[src/rtl/audio_in_deserializer_pkg.sv]
// Shared types and constants for the audio input path.
// Sample width matches the audio output side.
`timescale 1ns/1ps
package audio_in_deserializer_pkg;

    localparam int AUDIO_OUT_WIDTH = 32;

    typedef enum logic [1:0] {
        WAIT_FRAME,
        SKIP,
        SHIFT,
        HOLD
    } rx_state_t;

endpackage

[src/rtl/audio_pair_fifo.sv]
// Show-ahead synchronous FIFO with a registered head word.
// Reusable for left/right sample pairs on either audio path.
`timescale 1ns/1ps
module audio_pair_fifo #(
    parameter int WIDTH = 64,
    parameter int DEPTH = 8
) (
    input  logic                     clk,
    input  logic                     rst,
    input  logic                     wr_en,
    input  logic [WIDTH-1:0]         wr_data,
    input  logic                     rd_en,
    output logic [WIDTH-1:0]         rd_data,
    output logic                     full,
    output logic                     empty,
    output logic [$clog2(DEPTH):0]   count
);

    localparam int AW = $clog2(DEPTH);
    localparam int CW = AW + 1;

    logic [WIDTH-1:0] mem [DEPTH];
    logic [AW-1:0]    wr_ptr;
    logic [AW-1:0]    rd_ptr;
    logic [AW-1:0]    rd_ptr_nxt;
    logic [CW-1:0]    count_nxt;
    logic [WIDTH-1:0] head_nxt;
    logic             push;
    logic             pop;

    assign empty = (count == '0);
    assign full  = (count == CW'(DEPTH));
    assign pop   = rd_en & ~empty;
    assign push  = wr_en & (~full | pop);

    always_comb begin
        rd_ptr_nxt = pop ? rd_ptr + AW'(1) : rd_ptr;
        count_nxt  = count + CW'(push) - CW'(pop);
        head_nxt   = '0;
        // A write landing on the new head slot bypasses the array
        if (count_nxt != '0) begin
            if (push && rd_ptr_nxt == wr_ptr)
                head_nxt = wr_data;
            else
                head_nxt = mem[rd_ptr_nxt];
        end
    end

    always_ff @(posedge clk) begin
        if (push)
            mem[wr_ptr] <= wr_data;
    end

    always_ff @(posedge clk or posedge rst) begin
        if (rst) begin
            wr_ptr  <= '0;
            rd_ptr  <= '0;
            count   <= '0;
            rd_data <= '0;
        end else begin
            if (push)
                wr_ptr <= wr_ptr + AW'(1);
            rd_ptr  <= rd_ptr_nxt;
            count   <= count_nxt;
            rd_data <= head_nxt;
        end
    end

endmodule

[src/rtl/audio_in_deserializer.sv]
// I2S ADC receiver: deserializes left/right words into 32-bit pairs
// and buffers them in a show-ahead FIFO for CLOCK_50 consumers.
`timescale 1ns/1ps
module audio_in_deserializer
    import audio_in_deserializer_pkg::*;
#(
    parameter int DATA_WIDTH = 24,
    parameter int FIFO_DEPTH = 8
) (
    input  logic                          CLOCK_50,
    input  logic                          reset,
    input  logic                          AUD_BCLK,
    input  logic                          AUD_ADCLRCK,
    input  logic                          AUD_ADCDAT,
    input  logic                          read_audio_in,
    output logic                          audio_in_available,
    output logic [AUDIO_OUT_WIDTH-1:0]    left_channel_audio_in,
    output logic [AUDIO_OUT_WIDTH-1:0]    right_channel_audio_in,
    output logic [$clog2(FIFO_DEPTH):0]   fifo_count,
    output logic                          overflow
);

    localparam int CNT_W = $clog2(DATA_WIDTH + 1);
    localparam int PW    = 2 * AUDIO_OUT_WIDTH;

    logic bclk_meta, bclk_sync, bclk_hist;
    logic lrck_meta, lrck_sync, lrck_hist;
    logic adc_meta, adc_sync;
    logic bclk_rise, lrck_edge, lrck_fall;

    rx_state_t state, state_nxt;

    logic [DATA_WIDTH-1:0]      shift_reg;
    logic [DATA_WIDTH-1:0]      shift_nxt;
    logic [CNT_W-1:0]           bit_cnt;
    logic                       last_bit;
    logic [AUDIO_OUT_WIDTH-1:0] word_just;
    logic [AUDIO_OUT_WIDTH-1:0] left_hold;
    logic [AUDIO_OUT_WIDTH-1:0] right_word;
    logic                       ch_right;
    logic                       left_valid;
    logic                       pair_wr;

    logic enter_skip;
    logic shift_en;
    logic word_done;

    logic [PW-1:0] pair_head;
    logic          fifo_full;
    logic          fifo_empty;

    always_ff @(posedge CLOCK_50 or posedge reset) begin
        if (reset) begin
            bclk_meta <= 1'b0;
            bclk_sync <= 1'b0;
            bclk_hist <= 1'b0;
            lrck_meta <= 1'b0;
            lrck_sync <= 1'b0;
            lrck_hist <= 1'b0;
            adc_meta  <= 1'b0;
            adc_sync  <= 1'b0;
        end else begin
            bclk_meta <= AUD_BCLK;
            bclk_sync <= bclk_meta;
            bclk_hist <= bclk_sync;
            lrck_meta <= AUD_ADCLRCK;
            lrck_sync <= lrck_meta;
            lrck_hist <= lrck_sync;
            adc_meta  <= AUD_ADCDAT;
            adc_sync  <= adc_meta;
        end
    end

    assign bclk_rise = bclk_sync & ~bclk_hist;
    assign lrck_edge = lrck_sync ^ lrck_hist;
    assign lrck_fall = lrck_edge & ~lrck_sync;
    assign last_bit  = (bit_cnt == CNT_W'(DATA_WIDTH - 1));
    assign shift_nxt = (shift_reg << 1) | DATA_WIDTH'(adc_sync);
    assign word_just = AUDIO_OUT_WIDTH'(shift_nxt)
                       << (AUDIO_OUT_WIDTH - DATA_WIDTH);

    always_ff @(posedge CLOCK_50 or posedge reset) begin
        if (reset)
            state <= WAIT_FRAME;
        else
            state <= state_nxt;
    end

    always_comb begin
        state_nxt = state;
        unique case (state)
            WAIT_FRAME: if (lrck_fall) state_nxt = SKIP;
            SKIP: begin
                if (!lrck_edge && bclk_rise)
                    state_nxt = SHIFT;
            end
            SHIFT: begin
                if (lrck_edge)
                    state_nxt = SKIP;
                else if (bclk_rise && last_bit)
                    state_nxt = HOLD;
            end
            HOLD: if (lrck_edge) state_nxt = SKIP;
            default: state_nxt = WAIT_FRAME;
        endcase
    end

    always_comb begin
        enter_skip = 1'b0;
        shift_en   = 1'b0;
        word_done  = 1'b0;
        unique case (state)
            WAIT_FRAME: enter_skip = lrck_fall;
            SKIP:       enter_skip = lrck_edge;
            SHIFT: begin
                enter_skip = lrck_edge;
                shift_en   = bclk_rise & ~lrck_edge;
                word_done  = bclk_rise & ~lrck_edge & last_bit;
            end
            HOLD:       enter_skip = lrck_edge;
            default: ;
        endcase
    end

    always_ff @(posedge CLOCK_50 or posedge reset) begin
        if (reset) begin
            shift_reg  <= '0;
            bit_cnt    <= '0;
            ch_right   <= 1'b0;
            left_valid <= 1'b0;
            left_hold  <= '0;
            right_word <= '0;
            pair_wr    <= 1'b0;
        end else begin
            pair_wr <= word_done & ch_right & left_valid;
            // A new left frame always opens a fresh pair
            if (enter_skip) begin
                ch_right <= lrck_sync;
                bit_cnt  <= '0;
                if (!lrck_sync)
                    left_valid <= 1'b0;
            end
            if (shift_en) begin
                shift_reg <= shift_nxt;
                bit_cnt   <= bit_cnt + CNT_W'(1);
            end
            if (word_done && !ch_right) begin
                left_hold  <= word_just;
                left_valid <= 1'b1;
            end
            if (word_done && ch_right) begin
                right_word <= word_just;
                left_valid <= 1'b0;
            end
        end
    end

    always_ff @(posedge CLOCK_50 or posedge reset) begin
        if (reset)
            overflow <= 1'b0;
        else if (pair_wr && fifo_full && !(read_audio_in && !fifo_empty))
            overflow <= 1'b1;
    end

    audio_pair_fifo #(
        .WIDTH (PW),
        .DEPTH (FIFO_DEPTH)
    ) u_fifo (
        .clk     (CLOCK_50),
        .rst     (reset),
        .wr_en   (pair_wr),
        .wr_data ({left_hold, right_word}),
        .rd_en   (read_audio_in),
        .rd_data (pair_head),
        .full    (fifo_full),
        .empty   (fifo_empty),
        .count   (fifo_count)
    );

    assign audio_in_available     = ~fifo_empty;
    assign left_channel_audio_in  = pair_head[PW-1:AUDIO_OUT_WIDTH];
    assign right_channel_audio_in = pair_head[AUDIO_OUT_WIDTH-1:0];

endmodule

[config.mk]
export PLATFORM = sky130hd
export DESIGN_NAME = audio_in_deserializer
export DESIGN_NICKNAME = d
export VERILOG_FILES = /design/src/rtl/audio_in_deserializer_pkg.sv /design/src/rtl/audio_pair_fifo.sv /design/src/rtl/audio_in_deserializer.sv
export SDC_FILE = /design/constraint.sdc
export NUM_CORES = 1
export LEC_CHECK = 0
export CAP_MARGIN = 10
export CORE_MARGIN = 5
export CORE_UTILIZATION = 45
export DETAILED_ROUTE_END_ITERATION = 16
export PLACE_DENSITY = 0.6
export SLEW_MARGIN = 30
export SYNTH_ARGS = -nofsm -noshare
export SYNTH_HDL_FRONTEND = slang
export SYNTH_SLANG_ARGS = --single-unit
[constraint.sdc]
create_clock -name CLOCK_50 -period 7.1 [get_ports CLOCK_50]
set_input_delay 0.71 -clock CLOCK_50 [delete_from_list [all_inputs] [get_ports CLOCK_50]]
set_output_delay 0.71 -clock CLOCK_50 [all_outputs]
set_load 0.01 [all_outputs]
-- Word-level counts from Yosys, hierarchy flattened
Memory sizes are Yosys's and may differ from the RTL's.
Cells that the tools add are included.
- memory bits (read-only): 0
- RAM bits: 384
- memories: 1
- bits in latches: 0
- flip-flop bits (word level): 164
- output and inout port bits: 70
- memories (memory ; words ; width ; read ports ; clocked after memory_dff ; write ports ; RTL line ; RTL):
    u_fifo.mem ; 8 ; 48 ; 1 ; 0 ; 1 ; audio_pair_fifo.sv:22 ; logic [WIDTH-1:0] mem [DEPTH];
- magnitude comparators: 0
- shift operators: 0
- multipliers: 0
- divide/modulo/power cells: 0
- eq/ne operators: 11
- muxes and demuxes: 20
- bitwise operators: 16
- add/sub/neg operators: 5
- reductions and logical operators: 20
- operator list (kind ; count):
    $mux 64 ; 2
    $or 24x1->24 ; 1
    $mux 2 ; 5
    $mux 5 ; 2
    $and 1x1->1 ; 8
    $logic_and 1x1->1 ; 8
    $mux 1 ; 8
    $pmux 2 s4 ; 1
    $add 3x1->3 const B ; 2
    $ne 2x2->1 const B ; 3
    $add 5x1->5 const B ; 1
    $eq 5x5->1 const B ; 1
    $not 1->1 ; 5
    $add 4x1->4 ; 1
    $eq 2x2->1 const B ; 2
    $eq 4x4->1 const B ; 1
    $logic_not 1->1 ; 4
    $logic_not 4->1 ; 1
    $reduce_and 4->1 ; 1
    $reduce_bool 4->1 ; 1
    $sub 4x1->4 ; 1
    $eq 3x3->1 ; 1
    $mux 3 ; 1
    $ne 3x1->1 const B ; 1
    10 further kinds ; 10

-- Longest topological paths before layout
Gate-level depths: netlist of the first run.
- depth after elaboration: 9
- mapped depth: 18
- mapped depth without buffers: 15

-- Modules after synthesis
Synthesis of the first run repeated with hierarchy kept, for this count alone.
- cells, all modules: 1700
- area, all modules: 27302.4 um2
- by module, submodules not included (module ; area an instance (um2) ; cells an instance ; instances ; seq. area each (um2)):
    audio_pair_fifo ; 23777.8 ; 1426 ; 1 ; 17226.5
    audio_in_deserializer ; 3524.6 ; 274 ; 1 ; 2252.2

-- Worst setup path after synthesis of the first run
OpenSTA, ideal clock, no wires.
- path type: register -> register
- start: register u_fifo.count[2]
- end: memory u_fifo.mem[0][0] (netlist name), enable pin
- arrival: 5775 ps
- clock period less this slack: 6347 ps
- buffers on the path: 1
- cell stages (with the launch flop): 7
- setup slack: 753 ps
- data required time: 6527 ps
- library setup time: 573 ps
- path through: dfrtp_1 -> inv_1 -> ha_1 -> nand2b_1 -> a31o_2 -> clkbuf_1 -> nor4_1
- word-level cells in the longest chain between the ends: 7
- elaborated cells between the ends (all ways): 9
- those cells by class: 1 x eq/ne; 2 x mux; 5 x bitwise; 1 x reduce/logical
- ends and longest elaborated chain (what ; RTL line ; RTL):
    start: declaration ; audio_pair_fifo.sv:16 ; output logic [$clog2(DEPTH):0] count
    start signal: assignment ; audio_pair_fifo.sv:64 ; count <= count_nxt;
    $logic_not 4->1 ; audio_pair_fifo.sv:31 ; assign empty = (count == '0);
    $not 1->1 ; audio_pair_fifo.sv:33 ; assign pop = rd_en & ~empty;
    $and 1x1->1 ; audio_pair_fifo.sv:33 ;
    $or 1x1->1 (*) ; audio_pair_fifo.sv:34 ; assign push = wr_en & (~full | pop);
    $and 1x1->1 (*) ; audio_pair_fifo.sv:34 ;
    $mux 1 (*) ; audio_pair_fifo.sv:50 ; if (push)
    $mux 1 (not written as such) (*) ; audio_pair_fifo.sv:51 ; mem[wr_ptr] <= wr_data;
    end: declaration ; audio_pair_fifo.sv:22 ;
Every way passes the cells marked *; elsewhere a longest branch is shown, timed or not.

-- Worst setup path in the final report of the first run
- start: register u_fifo.count[2]
- end: register u_fifo.rd_data[56]
- word-level cells in the longest chain between the ends: 9
- elaborated cells between the ends (all ways): 16
- those cells by class: 2 x add/sub; 2 x eq/ne; 3 x mux; 5 x bitwise; 3 x reduce/logical; 1 x memory
- ends and longest elaborated chain (what ; RTL line ; RTL):
    $logic_not 4->1 ; audio_pair_fifo.sv:31 ;
    $not 1->1 ; audio_pair_fifo.sv:33 ;
    $and 1x1->1 ; audio_pair_fifo.sv:33 ;
    $or 1x1->1 ; audio_pair_fifo.sv:34 ;
    $and 1x1->1 ; audio_pair_fifo.sv:34 ;
    $add 4x1->4 ; audio_pair_fifo.sv:38 ; count_nxt = count + CW'(push) - CW'(pop);
    $sub 4x1->4 (*) ; audio_pair_fifo.sv:38 ;
    via u_fifo.count_nxt[1] ; audio_pair_fifo.sv:26 ; logic [CW-1:0] count_nxt;
    $reduce_bool 4->1 (*) ; audio_pair_fifo.sv:41 ; if (count_nxt != '0) begin
    $mux 64 (*) ; audio_pair_fifo.sv:41 ;
    via u_fifo.head_nxt[56] ; audio_pair_fifo.sv:27 ; logic [WIDTH-1:0] head_nxt;
    end signal: assignment ; audio_pair_fifo.sv:65 ; rd_data <= head_nxt;
    end: declaration ; audio_pair_fifo.sv:13 ; output logic [WIDTH-1:0] rd_data,
Mark *: on every way through the listed nets, which the timed path passes. The rest lies on a longest branch.
A chain may end at the register's enable or synchronous reset.

==> impl_metrics.json, run 1 <==
{
  "run_status": "finished, final reports clean",
  "pin_count_of_the_biggest_net_entering_global_routing": 92,
  "number_of_buffers_created_by_cts": 54,
  "grt_pass1_wl_mm": 83.6,
  "initialDrtViolationCount": 1427,
  "critical_path_class": "flop to flop",
  "setup_slack_after_layout_ns": 2.52,
  "drv_slew": 0,
  "clk_transition_reported_paths_ns": 0.06,
  "worst-r2r-setup-slack_ns": 2.52,
  "port-buffer-count": 59,
  "gr-usage-all-layers_pct": 21.0,
  "worst_path_largest_cell_delay_ns": 0.54,
  "via_per_inst": 6.36,
  "core_mm2": 0.0467,
  "layout_min_cycle_time_ns": 4.58,
  "synth_area_mm2": 0.0213,
  "antenna_found_initial": 1,
  "fillerInstances": 3840,
  "critical_path.reg2reg.endpoint": "u_fifo.rd_data[56]",
  "synth.yosys.seq_area_share_pct": 71.6,
  "setup-violations-final": 0,
  "crit_arrival_ns": 4.99,
  "synth_warnings": 0,
  "drt-total-wl_mm": 54.8,
  "commonest_register_cell_after_synthesis": "edfxtp_1",
  "max_ffs_per_register": 384,
  "pwr_density_mw_per_mm2": 405,
  "tritoncts_num_sinks": 532,
  "internal_power_w": 0.00650,
  "detail-route-antenna-nets": 0,
  "die_x_um": 227,
  "cp_max_fo": 48,
  "timing.critical_path.max_delay_family": "buffers and inverters",
  "top_register": "u_fifo.mem",
  "tightestPinTransition_ns": 0.955,
  "synth.ff_latch_count": 532,
  "grt_pass1_vias": 13400,
  "comb_power_share_pct": 33.2,
  "postCtsHoldBufs": 0,
  "synth.top_cells.by_count": "384 x edfxtp_1, 191 x o221ai_1, 148 x dfrtp_1",
  "timing.rr.start": "u_fifo.count[2]",
  "initial_core_util_pct": 45.6,
  "switching_fraction_of_total_power_pct": 34.0,
  "synthDominantCellAreaShare_pct": 54.2,
  "row_count": 79,
  "min_path_cells": 0,
  "cp-start-kind": "flop",
  "power_frac_seq_pct": 37.0,
  "final_hold_vio_count": 0,
  "synthMostInstantiatedCell": "edfxtp_1",
  "critPathSlowestCell": "buf_4",
  "crit_path_cell_trace": "inv_1, ha_1, nor3b_2, inv_2, nand2_1, buf_4, inv_2, ha_1, inv_1, ha_1, inv_1, fa_1, inv_1, or4_1, buf_4, o21ai_1, a31oi_1",
  "yosys.area.top_type": "edfxtp_1",
  "fp.dieArea_mm2": 0.0517,
  "critPathMostFrequentCell": "inv_1",
  "p_sw_w": 0.00335,
  "avgRoutedWirePerCell_um": 25.7,
  "power.share.clock_pct": 29.7,
  "p_leak_nw": 8.63,
  "cts_tree": "done",
  "cts-resized-gates": 0,
  "pre_cts_ws_ns": 2.60,
  "cts_root_buffer": "clkbuf_16",
  "rsz_0062_raised_after_global_routing": "false",
  "route.detailed.drc": 0,
  "max_cap_viol_count": 0,
  "worst_slew_margin_rel_pct": 36.3,
  "cts_post_setup_buffers_inserted": 0,
  "fin_setup_tns_ns": 0,
  "synth_edf_count": 384,
  "detailedPlacementHpwl_mm": 28.1,
  "final_net_count": 1501,
  "area_growth_syn_to_layout_pct": 14.2,
  "die-height_um": 227,
  "first_pass_iters": 5,
  "required_time_worst_endpoint_ns": 7.51,
  "netlist_instances": 1456,
  "clock_skew_ns": 0.0161,
  "drive_above_1_share_pct": 13.3,
  "grt.overflow.total": 0,
  "irDropWorstVdd_mv": 0.363,
  "hold_path_end": "lrck_sync",
  "reg2reg_depth": 17,
  "hold_class": "flop to flop",
  "syn_area_cell_um2": 14.6,
  "detailroute.via_count": 13500,
  "globalplace.congestion": 0.797,
  "post_synth_main_area_contributors": "edfxtp_1 54%, dfrtp_1 17%, o221ai_1 7.9%",
  "biggestRegsByFlops": "u_fifo.mem (384), u_fifo.rd_data (48)",
  "clock_insertion_delay_worst_skew_ns": 0.59,
  "postSynth.asyncResetShare_pct": 27.8,
  "part_of_the_cycle_the_worst_path_needs_pct": 64.5,
  "critical_path_end_type": "flop",
  "max-clock-path-buffers": 3,
  "yosysUniqueCellTypes": 52,
  "min_from": "lrck_meta",
  "antenna_cells_inserted": 0,
  "fmaxAchievable_mhz": 218,
  "critical_path.n_buffers_inverters": 8,
  "h-tree-depth": 2,
  "io_pins": 76
}
cell type report:
cell class | instances | area, µm² | share of cell area, %
sequential | 532 | 15200 | 62.8
multi-input combinational | 780 | 5500 | 22.6
clock buffer | 77 | 1640 | 6.77
timing repair buffer | 89 | 828 | 3.41
tap | 607 | 759 | 3.13
clock inverter | 25 | 231 | 0.953
inverter | 21 | 86.3 | 0.356
kinds of logic after synthesis:
logic type | after synthesis | share of synthesized area [%]
AOI/OAI and AO/OA | 513 | 17.2
muxes | 51 | 2.69
adders and majority gates | 17 | 1.04
xor gates and xnor gates | 9 | 0.371
and+or+nand+nor | 174 | 3.72
DFF | 532 | 71.6
buffers and inverters | 159 | 3.35
other | 1 | 0.0176
power by group through the flow:
| stage | clock, W | combinational [W] | sequential [W] |
|---|---|---|---|
| after floorplan | 0 | 0.00209 | 0.00370 |
| after global placement | 0 | 0.00319 | 0.00371 |
| after detailed placement | 0 | 0.00325 | 0.00371 |
| after CTS | 0.00298 | 0.00326 | 0.00365 |
| after global routing | 0.00311 | 0.00356 | 0.00366 |
| final | 0.00292 | 0.00327 | 0.00365 |
through the flow:
stage          hold slack (ns)  cell area (µm²)  std cells  power (W)  util [%]
2_1_floorplan            0.331            21300       1471    0.00579         -
3_3_place_gp             0.337            22400       2029    0.00690      48.0
3_5_place_dp             0.337            22400       2029    0.00696      48.0
4_1_cts                  0.350            24300       2131    0.00989      52.0
5_1_grt                  0.353            24300       2131     0.0103      52.0
6_report                 0.349            24300       2131    0.00984      52.0
layout by cell type, fill, tap and decap left out, drive strengths merged, types with 3 or more instances in the layout:
master	n
a21boi	3
a21o	3
a21oi	48
a31oi	48
buf	30
bufinv	4
clkbuf	77
clkdlybuf4s50	59
clkinv	20
conb	16
dfrtp	148
edfxtp	384
ha	16
inv	22
mux2	50
nand2	88
nand2b	6
nand3	53
nor2	8
nor3	5
o21ai	111
o221ai	191
o22a	46
o22ai	54
xnor2	5
xor2	4
worst max-delay path by stage:
stage / endpoint / start / cells past startpoint
CTS: u_fifo.rd_data[56] / u_fifo.count[2] / 17
detailed placement: u_fifo.rd_data[56] / u_fifo.count[2] / 17
floorplan: u_fifo.mem[0][0] / u_fifo.count[2] / 6
global route: u_fifo.rd_data[56] / u_fifo.count[2] / 17
global placement: u_fifo.rd_data[13] / read_audio_in / 10
finish: u_fifo.rd_data[56] / u_fifo.count[2] / 17
layer usage:
metal  part of all wire [%]  global-route usage [%]
met4                    1.8                    5.19
met1                     42                    29.4
met2                     49                    34.9
met5                      0                       0
met3                    6.6                    3.58
worst reg2reg max path: stages (launching register included):
cell and delay [ns]:
dfrtp_1 0.38, inv_1 0.10, ha_1 0.19, nor3b_2 0.52, inv_2 0.17, nand2_1 0.11, buf_4 0.54, inv_2 0.08
ha_1 0.29, inv_1 0.05, ha_1 0.15, inv_1 0.06, fa_1 0.50, inv_1 0.05, or4_1 0.53, buf_4 0.38
o21ai_1 0.22, a31oi_1 0.08
No activity file was read; power rests on OpenSTA's default activity.
==> run 2, diff against run 1 <==
- PLACE_DENSITY: 0.6 -> 0.62
- clock period: 7.1 -> 4.18 ns (I/O delays scaled with it)
==> run 2 against run 1 <==
Net effect: global-route usage up 0.28 points; cell count increased by 0.47%; register-to-register slack got worse by 2.0 ns; total power increased by 69%; critical path type unchanged; highest routed layer is now met5.
==> impl_metrics.json, run 2 (synthesis results as in run 1) <==
{
  "via_per_inst": 6.38,
  "io_pins": 76,
  "switching_fraction_of_total_power_pct": 34.2,
  "grt.met2_usage_pct": 34.5,
  "place.detailed.instances": 2039,
  "global_route.usage.met1_pct": 29.5,
  "power.share.clock_pct": 28.8,
  "layout.cells.most_common_list": "384 x edfxtp_1, 191 x o221ai_1, 147 x dfrtp_1",
  "max_ffs_per_register": 384,
  "detailedPlacementHpwl_mm": 29.5,
  "die-height_um": 227,
  "port-buffer-count": 59,
  "finish.cell_count_without_fillers": 2141,
  "run_status": "finished, final reports clean",
  "crit_arrival_ns": 4.07,
  "final_hold_vio_count": 0,
  "globalRoute.busiestLayer": "met2",
  "top_register": "u_fifo.mem",
  "avgRoutedWirePerCell_um": 25.8,
  "detail-route-antenna-nets": 0,
  "biggestRegsByFlops": "u_fifo.mem (384), u_fifo.rd_data (48)",
  "tightestPinTransition_ns": 0.892,
  "initial_core_util_pct": 45.6,
  "cts_tree": "done",
  "power_frac_seq_pct": 37.4,
  "cts_post_setup_buffers_inserted": 0,
  "mostFrequentLayoutCell": "edfxtp_1",
  "antenna_cells_inserted": 0,
  "grt_pass1_vias": 13900,
  "area_growth_syn_to_layout_pct": 14.5,
  "critical_path_class": "flop to flop",
  "route.detailed.drc": 0,
  "critical_path_end_type": "flop",
  "cp_max_fo": 48,
  "first_pass_iters": 5,
  "clock_insertion_delay_worst_skew_ns": 0.60,
  "fmaxAchievable_mhz": 274,
  "detailed_place.area_mm2": 0.0226,
  "grt_pass1_wl_mm": 84.7,
  "row_count": 79,
  "post-route-util_pct": 52.2,
  "max_cap_viol_count": 0,
  "worst-r2r-setup-slack_ns": 0.53,
  "irDropWorstVdd_mv": 0.685,
  "drive_above_1_share_pct": 13.0,
  "die_x_um": 227,
  "gr-usage-met3_pct": 4.71,
  "pwr_density_mw_per_mm2": 684,
  "worst_slew_margin_rel_pct": 40.4,
  "rsz_0062_raised_after_global_routing": "false",
  "postCtsHoldBufs": 0,
  "initialDrtViolationCount": 1345,
  "finish.instance_area_mm2": 0.0244,
  "fillerInstances": 3796,
  "cts-resized-gates": 0,
  "fp.dieArea_mm2": 0.0517,
  "comb_power_share_pct": 33.8,
  "cts_root_buffer": "clkbuf_16",
  "max-clock-path-buffers": 3,
  "pin_count_of_the_biggest_net_entering_global_routing": 96,
  "antenna_found_initial": 1,
  "h-tree-depth": 2,
  "grt.overflow.total": 0,
  "final_net_count": 1511,
  "globalplace.congestion": 0.795,
  "setup-violations-final": 0,
  "tritoncts_num_sinks": 532,
  "required_time_worst_endpoint_ns": 4.60,
  "p_sw_w": 0.00570,
  "fin_setup_tns_ns": 0,
  "core_mm2": 0.0467,
  "internal_power_w": 0.0110,
  "layout_min_cycle_time_ns": 3.65,
  "cp-start-kind": "flop",
  "number_of_buffers_created_by_cts": 54,
  "hold_class": "input pin to asynchronous set/reset pin",
  "clock_skew_ns": 0.0168,
  "drt-total-wl_mm": 55.2,
  "detailroute.via_count": 13700,
  "gr-usage-all-layers_pct": 21.3,
  "drv_slew": 0,
  "part_of_the_cycle_the_worst_path_needs_pct": 87.3,
  "clk_transition_reported_paths_ns": 0.06,
  "p_leak_nw": 8.61
}
==> run 2: cell count changes in the layout (fill, tap and decap cells not counted), moves of 2 or more <==
cell,change
buf_12,+7
buf_4,+3
clkbuf_1,+4
clkbuf_8,-3
clkinv_1,+8
clkinv_2,-9
clkinv_4,+2
clkinvlp_4,+2
==> run 2: worst max-delay path: stages, from the launching register on <==
cell	delay (ns)
dfrtp_1	0.38
inv_1	0.11
ha_1	0.19
nor3b_2	0.17
buf_4	0.19
inv_2	0.09
nand2_2	0.09
inv_2	0.04
ha_1	0.26
inv_1	0.06
ha_1	0.15
inv_1	0.06
fa_1	0.49
inv_1	0.05
or4_1	0.53
buf_4	0.37
o21ai_1	0.17
a31oi_1	0.07
==> run 2: power by group through the flow <==
stage	clock [W]	sequential (W)	combinational (W)
final	0.00480	0.00623	0.00562
after global routing	0.00513	0.00625	0.00611
after CTS	0.00489	0.00624	0.00562
after detailed placement	0	0.00634	0.00560
after global placement	0	0.00634	0.00549
after floorplan	0	0.00628	0.00355
==> run 2: per-stage QoR <==
stage / total power, W / hold WS, ns / setup slack (ns)
2_1_floorplan: 0.00984 / 0.331 / -0.900
3_3_place_gp: 0.0118 / 0.333 / 0.491
3_5_place_dp: 0.0119 / 0.340 / 0.387
4_1_cts: 0.0167 / 0.173 / 0.526
5_1_grt: 0.0175 / 0.215 / 0.302
6_report: 0.0167 / 0.179 / 0.529
==> run 2: area by class of cell <==
class	instances	area, µm²	share of cell area (%)
sequential	532	15200	62.6
clock buffer	77	1590	6.53
timing repair buffer	99	991	4.07
multi-input combinational	780	5490	22.5
inverter	21	82.6	0.339
tap	607	759	3.12
clock inverter	25	203	0.832
==> run 2: path summary, 6_finish.rpt <==
kind	from	end	cells past startpoint
worst max-delay path	u_fifo.count[2]	u_fifo.rd_data[42]	17
worst min-delay path	reset	bit_cnt[2]	2
worst max register to register	u_fifo.count[2]	u_fifo.rd_data[42]	17
worst min register to register	lrck_meta	lrck_sync	0
max in group asynchronous	reset	u_fifo.rd_ptr[0]	4
min in group CLOCK_50	AUD_BCLK	bclk_meta	1
==> run 2: per-layer routing <==
| layer | share of wire [%] | wire length (µm) |
|---|---|---|
| met1 | 42 | 23500 |
| met2 | 48 | 26400 |
| met3 | 7.3 | 4040 |
| met4 | 2.3 | 1290 |
| met5 | 0.022 | 12 |
